[src/rtl/ariane_pkg.sv]
// Shared core constants consumed by the D$ flush unit.
// Only the data-cache geometry is needed here.
package ariane_pkg;

    localparam int unsigned DCACHE_NUM_SETS     = 256;
    localparam int unsigned DCACHE_SET_ASSOC    = 8;
    localparam int unsigned DCACHE_TAG_WIDTH    = 44;
    localparam int unsigned DCACHE_OFFSET_WIDTH = 4;

endpackage

[src/rtl/dirty_way_sel.sv]
// Lowest-set-bit priority encoder over a per-way mask.
// Ports: mask (per-way request bits), way (index of lowest set bit),
//        empty (no bit set; way is then 0).
module dirty_way_sel #(
    parameter int unsigned NR_WAYS = 8,
    parameter int unsigned WAY_W   = $clog2(NR_WAYS)
) (
    input  logic [NR_WAYS-1:0] mask,
    output logic [WAY_W-1:0]   way,
    output logic               empty
);

    // Scan from the top so the lowest set bit is the last one written.
    always_comb begin
        way   = '0;
        empty = ~|mask;
        for (int i = int'(NR_WAYS) - 1; i >= 0; i--) begin
            if (mask[i]) begin
                way = WAY_W'(i);
            end
        end
    end

endmodule

[src/rtl/dcache_flush_unit.sv]
// Walks every D$ set, writes back valid+dirty lines, then invalidates the set.
// Ports: clk_i/rst_i (sync active-high), flush_i/flush_ack_o handshake,
//        busy_o, miss_busy_i, tag port (req/we/index, valid/dirty/rdata),
//        writeback port (wb_valid_o/wb_ready_i, wb_addr_o, wb_way_o).
module dcache_flush_unit
    import ariane_pkg::*;
#(
    parameter int unsigned    NR_SETS  = DCACHE_NUM_SETS,
    parameter int unsigned    NR_WAYS  = DCACHE_SET_ASSOC,
    parameter int unsigned    TAG_W    = DCACHE_TAG_WIDTH,
    parameter int unsigned    OFFSET_W = DCACHE_OFFSET_WIDTH,
    localparam int unsigned   INDEX_W  = $clog2(NR_SETS),
    localparam int unsigned   WAY_W    = $clog2(NR_WAYS),
    localparam int unsigned   ADDR_W   = TAG_W + INDEX_W + OFFSET_W
) (
    input  logic                     clk_i,
    input  logic                     rst_i,
    input  logic                     flush_i,
    output logic                     flush_ack_o,
    output logic                     busy_o,
    input  logic                     miss_busy_i,
    output logic                     tag_req_o,
    output logic                     tag_we_o,
    output logic [INDEX_W-1:0]       tag_index_o,
    input  logic [NR_WAYS-1:0]       tag_valid_i,
    input  logic [NR_WAYS-1:0]       tag_dirty_i,
    input  logic [NR_WAYS*TAG_W-1:0] tag_rdata_i,
    output logic                     wb_valid_o,
    input  logic                     wb_ready_i,
    output logic [ADDR_W-1:0]        wb_addr_o,
    output logic [WAY_W-1:0]         wb_way_o
);

    typedef enum logic [2:0] {
        IDLE, DRAIN, READ, INSPECT, WB, CLEAR, ACK, WAIT_LOW
    } state_e;

    state_e               state_q, state_d;
    logic [INDEX_W-1:0]   index_q, index_d;
    logic [NR_WAYS-1:0]   pending_q, pending_d;
    logic [TAG_W-1:0]     tags_q [NR_WAYS];
    logic                 load_tags;
    logic [WAY_W-1:0]     sel_way;
    logic                 sel_empty;

    dirty_way_sel #(
        .NR_WAYS (NR_WAYS),
        .WAY_W   (WAY_W)
    ) u_dirty_way_sel (
        .mask  (pending_q),
        .way   (sel_way),
        .empty (sel_empty)
    );

    always_ff @(posedge clk_i) begin
        if (rst_i) begin
            state_q   <= IDLE;
            index_q   <= '0;
            pending_q <= '0;
        end else begin
            state_q   <= state_d;
            index_q   <= index_d;
            pending_q <= pending_d;
        end
    end

    // Tags only matter while pending bits exist, so they need no reset.
    always_ff @(posedge clk_i) begin
        if (load_tags) begin
            for (int i = 0; i < int'(NR_WAYS); i++) begin
                tags_q[i] <= tag_rdata_i[i*TAG_W +: TAG_W];
            end
        end
    end

    always_comb begin
        state_d     = state_q;
        index_d     = index_q;
        pending_d   = pending_q;
        load_tags   = 1'b0;
        flush_ack_o = 1'b0;
        tag_req_o   = 1'b0;
        tag_we_o    = 1'b0;
        tag_index_o = '0;
        wb_valid_o  = 1'b0;
        wb_addr_o   = '0;
        wb_way_o    = '0;
        busy_o      = (state_q != IDLE) && (state_q != WAIT_LOW);

        unique case (state_q)
            IDLE: begin
                if (flush_i) begin
                    index_d = '0;
                    state_d = miss_busy_i ? DRAIN : READ;
                end
            end
            DRAIN: begin
                if (!miss_busy_i) begin
                    index_d = '0;
                    state_d = READ;
                end
            end
            READ: begin
                tag_req_o   = 1'b1;
                tag_index_o = index_q;
                state_d     = INSPECT;
            end
            INSPECT: begin
                // Invalid lines never write back, whatever their dirty bit.
                pending_d = tag_valid_i & tag_dirty_i;
                load_tags = 1'b1;
                state_d   = (|pending_d) ? WB : CLEAR;
            end
            WB: begin
                if (sel_empty) begin
                    state_d = CLEAR;
                end else begin
                    wb_valid_o = 1'b1;
                    wb_way_o   = sel_way;
                    wb_addr_o  = {tags_q[sel_way], index_q,
                                  {OFFSET_W{1'b0}}};
                    if (wb_ready_i) begin
                        pending_d = pending_q
                                  & ~(NR_WAYS'(1) << sel_way);
                        if (pending_d == '0) begin
                            state_d = CLEAR;
                        end
                    end
                end
            end
            CLEAR: begin
                tag_we_o    = 1'b1;
                tag_index_o = index_q;
                if (index_q == INDEX_W'(NR_SETS - 1)) begin
                    state_d = ACK;
                end else begin
                    index_d = index_q + 1'b1;
                    state_d = READ;
                end
            end
            ACK: begin
                flush_ack_o = 1'b1;
                state_d     = WAIT_LOW;
            end
            WAIT_LOW: begin
                if (!flush_i) begin
                    state_d = IDLE;
                end
            end
            default: state_d = IDLE;
        endcase
    end

endmodule

[config.mk]
export PLATFORM = sky130hd
export DESIGN_NAME = dcache_flush_unit
export DESIGN_NICKNAME = d
export VERILOG_FILES = /design/src/rtl/ariane_pkg.sv /design/src/rtl/dirty_way_sel.sv /design/src/rtl/dcache_flush_unit.sv
export SDC_FILE = /design/constraint.sdc
export NUM_CORES = 1
export LEC_CHECK = 0
export ABC_AREA = 1
export CAP_MARGIN = 25
export CORE_MARGIN = 8
export CORE_UTILIZATION = 27
export DETAILED_ROUTE_END_ITERATION = 6
export SYNTH_ARGS = -nofsm -noshare
export SYNTH_HDL_FRONTEND = slang
export SYNTH_SLANG_ARGS = --single-unit
[constraint.sdc]
create_clock -name clk_i -period 16.5 [get_ports clk_i]
set_input_delay 3.3 -clock clk_i [delete_from_list [all_inputs] [get_ports clk_i]]
set_output_delay 3.3 -clock clk_i [all_outputs]
set_load 0.02 [all_outputs]
==> results_dict.tcl, run 1 <==
set metrics [dict create \
    fp.dieH_um 246.1 \
    hpwl_um 32670 \
    grt_pass1_wl_um 67350 \
    clock_path_buffers 3 \
    drcViolationCount 0 \
    syn-instance-count 1004 \
    final.min_clock_period_ns 7.481 \
    grt_use_total_pct 14.74 \
    syn-cell-area_um2 14290 \
    period_share_pct 45.34 \
    fin_skew_ns 0.02498 \
    antenna_found_initial 6 \
    cap_violations 0 \
    rsz0062_at_grt "no" \
    final_antenna_net_count 0 \
    dpl.cell_count 2093 \
    start_kind "flop" \
    yosys.area_share.simple_pct 8.047 \
    clock_latency_ns 0.56 \
    cts-htree-levels 2 \
    yosys_register_bits 371 \
    synth-compound-area-share_pct 12.14 \
    clock-sinks 371 \
    cp.required_ns 13.20 \
    holdCritPathClass "reg2reg" \
    fin_util_pct 39.52 \
    cp_max_fo 49 \
    synth_fa_ha_area_share_pct 0.08756 \
    p_leak_nw 6.835 \
    pin_count 445 \
    layoutNonFillerInstCount 2170 \
    nets 1823 \
    portBuffers 440 \
    drv_slew 0 \
    syn_area_per_cell_um2 14.23 \
    post_drt_wl_per_cell_um 21.56 \
    ys.warnings.count 0 \
    irDropWorstVdd_mv 0.1593 \
    via_per_inst 4.693 \
    setup_viol 0 \
    overflow 0 \
    drive_above_1_share_pct 7.375 \
    wl_um 46790 \
    layout_setup_ws_ns 9.019 \
    power.density_nw_per_um2 159.4 \
    dr_total_vias 10180 \
    relSlewSlack_pct 32.67 \
    drt_pass1_iterations 5 \
    muxShareOfSynthArea_pct 0 \
    grt_max_degree 86 \
    rows 84 \
    hold_buffers 0 \
    synth_xor_area_share_pct 0 \
    endpoint_kind "output pin" \
    die-area_um2 60540 \
    cts-root-buf "clkbuf_16" \
    first_global_vias 10860 \
    worstMarginPinSlew_ns 1.006 \
    coreArea_um2 52450 \
    drtIter0Drc 585 \
    post_cts_buffers 0 \
    cts_tree "yes" \
    syn2layout_area_growth_pct 45.05 \
    critPathArrivalTime_ns 4.18 \
    tns_ns 0 \
    numCtsBuffers 41 \
    fillers 4871 \
    seq_area_frac_synth_pct 76.63 \
    cts.clk_slew.worst_paths_ns 0.06 \
    synth_top_family_by_area "compound AO/OA/AOI/OAI gates" \
    max_freq_mhz 133.7 \
    initial_core_util_pct 27.25 \
    cts-resized-gates 0 \
    crit_type "reg2out" \
    synth_cell_types 36 \
    die_x_um 246.1 \
    status "completed" \
    final_hold_viol_count 0 \
    pre_cts_ws_ns 9.491 \
    gp_congestion 0.8009 \
]
-- report_power, final --
part | leakage (nW) | total, W | internal [W] | switching, W
sequential | 3.34 | 0.00120 | 0.00117 | 0.0000359
clock | 0.630 | 0.000878 | 0.000512 | 0.000365
combinational | 2.87 | 0.00122 | 0.000365 | 0.000858
total | 6.84 | 0.00330 | 0.00204 | 0.00126
-- per-stage QoR --
step,instance area [um^2],hold slack (ns),total power [W]
floorplan,14300,0.4583,0.002019
global placement,19380,0.4680,0.002450
detailed placement,19400,0.4850,0.002485
CTS,20690,0.4937,0.003377
global route,20720,0.5225,0.003513
finish,20730,0.4968,0.003304
-- state kept, by name, indices dropped and copies added (netlist names) --
| name | count |
|---|---|
| tags_q | 352 |
| pending_q | 8 |
| index_q | 8 |
| state_q | 3 |
-- layer usage --
layer	routed length (um)	global-route usage [%]	part of all wire [%]
met1	18890	17.83	40
met2	22590	24.74	48
met3	4208	4.982	9.0
met4	1054	4.303	2.3
met5	39	0	0.083
-- cells by family after synthesis --
logic type,Yosys count
AOI/OAI and AO/OA,255
adders and majority gates,1
buffers and inverters,93
DFF,371
other,1
and+or+nand+nor,283
-- Yosys cell counts, drive strengths merged --
| cell | instances | area (um^2) |
|---|---|---|
| a211oi | 1 | 7.510 |
| a21boi | 1 | 7.510 |
| a21oi | 47 | 250.3 |
| a221oi | 1 | 8.760 |
| a22o | 1 | 8.760 |
| a31oi | 7 | 43.79 |
| buf | 36 | 224.0 |
| clkbuf | 17 | 63.81 |
| conb | 1 | 3.750 |
| dfxtp | 19 | 380.4 |
| edfxtp | 352 | 10570 |
| ha | 1 | 12.51 |
| inv | 40 | 150.2 |
| nand2 | 60 | 240.2 |
| nand3 | 21 | 105.1 |
| nand4 | 4 | 25.02 |
| nor2 | 190 | 733.2 |
| nor3 | 4 | 20.02 |
| nor3b | 1 | 7.510 |
| o21ai | 95 | 483.0 |
| o21bai | 1 | 11.26 |
| o221a | 14 | 157.7 |
| o221ai | 84 | 735.7 |
| o22a | 1 | 8.760 |
| o22ai | 2 | 12.51 |
| or2 | 3 | 18.77 |
-- critical path: stages, from the launching register on --
cell	delay, ns
dfxtp_1	0.36
inv_1	0.07
nand2_1	0.06
nand2_1	0.05
nand2_1	0.05
nand2_1	0.07
nand2_2	0.13
nand2_2	0.09
nand2_2	0.14
nor2_2	0.07
clkinv_2	0.47
buf_4	0.63
o22ai_1	0.13
nor2_1	0.12
o21ai_1	0.17
a21oi_1	0.18
clkdlybuf4s50_1	0.68
-- cells in the final DEF, fill, tap and decap left out, types with 10 or more instances in the layout --
cell type,n
clkdlybuf4s50_1,440
edfxtp_1,352
nor2_1,183
o21ai_0,89
o221ai_1,84
nand2_1,53
a21oi_1,45
clkbuf_16,42
inv_1,34
nand3_1,21
dfxtp_1,19
o221a_2,14
clkbuf_1,10
buf_4,10
-- area by class of cell --
cell class / instances / area (um^2) / area share, %
inverters: 40 / 151.4 / 0.7304
diodes: 4 / 10.01 / 0.04829
repair buffers: 452 / 4527 / 21.84
flip-flops and latches: 371 / 10950 / 52.83
clock inverters: 17 / 155.1 / 0.7485
clock buffers: 55 / 1130 / 5.451
well taps: 688 / 860.8 / 4.153
multi-input cells: 543 / 2943 / 14.20
-- final timing paths --
kind	startpoint	end	slack, ns	cells past startpoint
max reg2reg	state_q[0]	tags_q[1][24]	12.31	6
min	index_q[0]	index_q[0]	0.50	2
max	pending_q[6]	wb_addr_o[18]	9.02	16
min reg2reg	index_q[0]	index_q[0]	0.50	2
No activity file was read; power rests on OpenSTA's default activity.
==> run 2, diff against run 1 <==
==> constraint.sdc (replaced) <==
create_clock -name clk_i -period 7.2 [get_ports clk_i]
set_input_delay 1.44 -clock clk_i [delete_from_list [all_inputs] [get_ports clk_i]]
set_output_delay 1.44 -clock clk_i [all_outputs]
set_load 0.02 [all_outputs]
==> run 2 against run 1 <==
Effect of this change:
- design area is 0.50% higher
- via count is 0.49% lower
- clock skew is 0.0075 ns lower
- largest cell class unchanged
- utilization is 0.20 points higher
- sequential power is 130% higher
- register-to-register slack worse by 7.9 ns
- critical path depth is 2 lower
==> results_dict.tcl, run 2 (synthesis results as in run 1) <==
set metrics [dict create \
    mostFrequentLayoutCells "440 x clkdlybuf4s50_1, 352 x edfxtp_1, 183 x nor2_1, 89 x o21ai_0, 84 x o221ai_1" \
    rsz0062_at_grt "no" \
    final.min_clock_period_ns 5.204 \
    cp_max_fo 43 \
    cpPeakStageDelay_ns 0.67 \
    r2r-start "state_q[0]" \
    hold_buffers 0 \
    grt_max_degree 187 \
    drt_pass1_iterations 5 \
    max_freq_mhz 192.2 \
    period_share_pct 72.28 \
    cpMostUsedCell "nand2_1" \
    holdCritPathClass "reg2reg" \
    reg.largest.list "tags_q (352), index_q (8), pending_q (8)" \
    start_kind "flop" \
    regMostFlops "tags_q" \
    die_x_um 246.1 \
    cap_violations 0 \
    clock_latency_ns 0.55 \
    final_hold_viol_count 0 \
    numCtsBuffers 42 \
    critPathSlowestCell "clkdlybuf4s50_1" \
    syn2layout_area_growth_pct 45.78 \
    portBuffers 440 \
    gp_congestion 0.7984 \
    via_per_inst 4.657 \
    grt_pass1_wl_um 67060 \
    antenna_found_initial 9 \
    critPathArrivalTime_ns 3.76 \
    final_common_cell "clkdlybuf4s50_1" \
    r2r_setup_slack_ns 4.38 \
    cts.clk_slew.worst_paths_ns 0.06 \
    grt_use_total_pct 14.76 \
    endpoint_kind "output pin" \
    fin_skew_ns 0.01753 \
    hold_start "index_q[0]" \
    fillers 4854 \
    startpoint "pending_q[6]" \
    drv_slew 0 \
    whs_ns 0.4857 \
    crit_chain "inv_1 > nand2_1 > nand2_1 > nand2_1 > nand2_1 > nand2_2 > nand2_2 > nand2_2 > nor2_2 > clkinv_2 > buf_4 > o221ai_1 > a21oi_1 > clkdlybuf4s50_1" \
    drtIter0Drc 682 \
    status "completed" \
    die-area_um2 60540 \
    setup_viol 0 \
    largest_register_ffs 352 \
    crit_type "reg2out" \
    relSlewSlack_pct 21.29 \
    worstMarginPinSlew_ns 1.181 \
    fp.dieH_um 246.1 \
    wl_um 47320 \
    overflow 0 \
    rows 84 \
    first_global_vias 10680 \
    drive_above_1_share_pct 7.490 \
    cts-root-buf "clkbuf_16" \
    dr_total_vias 10130 \
    p_leak_nw 6.872 \
    post_cts_buffers 0 \
    irDropWorstVdd_mv 0.2721 \
    initial_core_util_pct 27.25 \
    cts-htree-levels 2 \
    cts-resized-gates 0 \
    pin_count 445 \
    cts_tree "yes" \
    power.density_nw_per_um2 373.2 \
    post_drt_wl_per_cell_um 21.74 \
    clock-sinks 371 \
    coreArea_um2 52450 \
    hpwl_um 32800 \
    cp.required_ns 5.76 \
    nets 1825 \
    final_antenna_net_count 0 \
    tns_ns 0 \
    drcViolationCount 0 \
    clock_path_buffers 3 \
]
[run 2: layout make-up]
type                    instances  area [um^2]  area share (%)
diodes                          6        15.01         0.07208
clock buffers                  52         1110           5.328
clock inverters                23        241.5           1.159
inverters                      40        151.4          0.7268
multi-input cells             543         2943           14.13
flip-flops and latches        371        10950           52.57
well taps                     688        860.8           4.132
repair buffers                453         4559           21.89
[run 2: where the power goes]
part | internal (W) | switching, W
sequential | 0.00268 | 0.0000825
combinational | 0.000877 | 0.00201
clock | 0.00127 | 0.000855
total | 0.00483 | 0.00295
[run 2: path summary, 6_finish.rpt]
check / cells after the start / to
max: 14 / wb_addr_o[18]
min: 2 / index_q[0]
max reg2reg: 4 / tags_q[0][30]
min reg2reg: 2 / index_q[0]
[run 2: stage by stage]
| stage | total power, W | cells | util, % | worst slack (ns) | cell area [um^2] |
|---|---|---|---|---|---|
| finish | 0.007774 | 2176 | 39.72 | 1.996 | 20830 |
| detailed placement | 0.005758 | 2094 | 37.06 | 2.470 | 19440 |
| CTS | 0.007907 | 2169 | 39.64 | 1.871 | 20790 |
| floorplan | 0.004580 | 1007 | - | 0.2007 | 14310 |
| global placement | 0.005703 | 2094 | 37.06 | 2.499 | 19440 |
| global route | 0.008228 | 2173 | 39.71 | 1.666 | 20820 |
[run 2: critical path: cells and delay by family (launching register included)]
family / cells / cell delay, ns
DFF: 1 / 0.36
AOI/OAI and AO/OA: 2 / 0.46
buffers and inverters: 4 / 1.73
and+or+nand+nor: 8 / 0.64
[run 2: layer usage]
metal | part of all wire [%] | routed length, um | global-route usage (%) | vias up
met1 | 40 | 18930 | 18.04 | 4955
met3 | 9.3 | 4401 | 5.112 | 66
met5 | 0.14 | 65 | 0 | -
met2 | 49 | 23050 | 24.60 | 380
met4 | 1.8 | 872 | 3.990 | 10
li1 | - | - | - | 4722
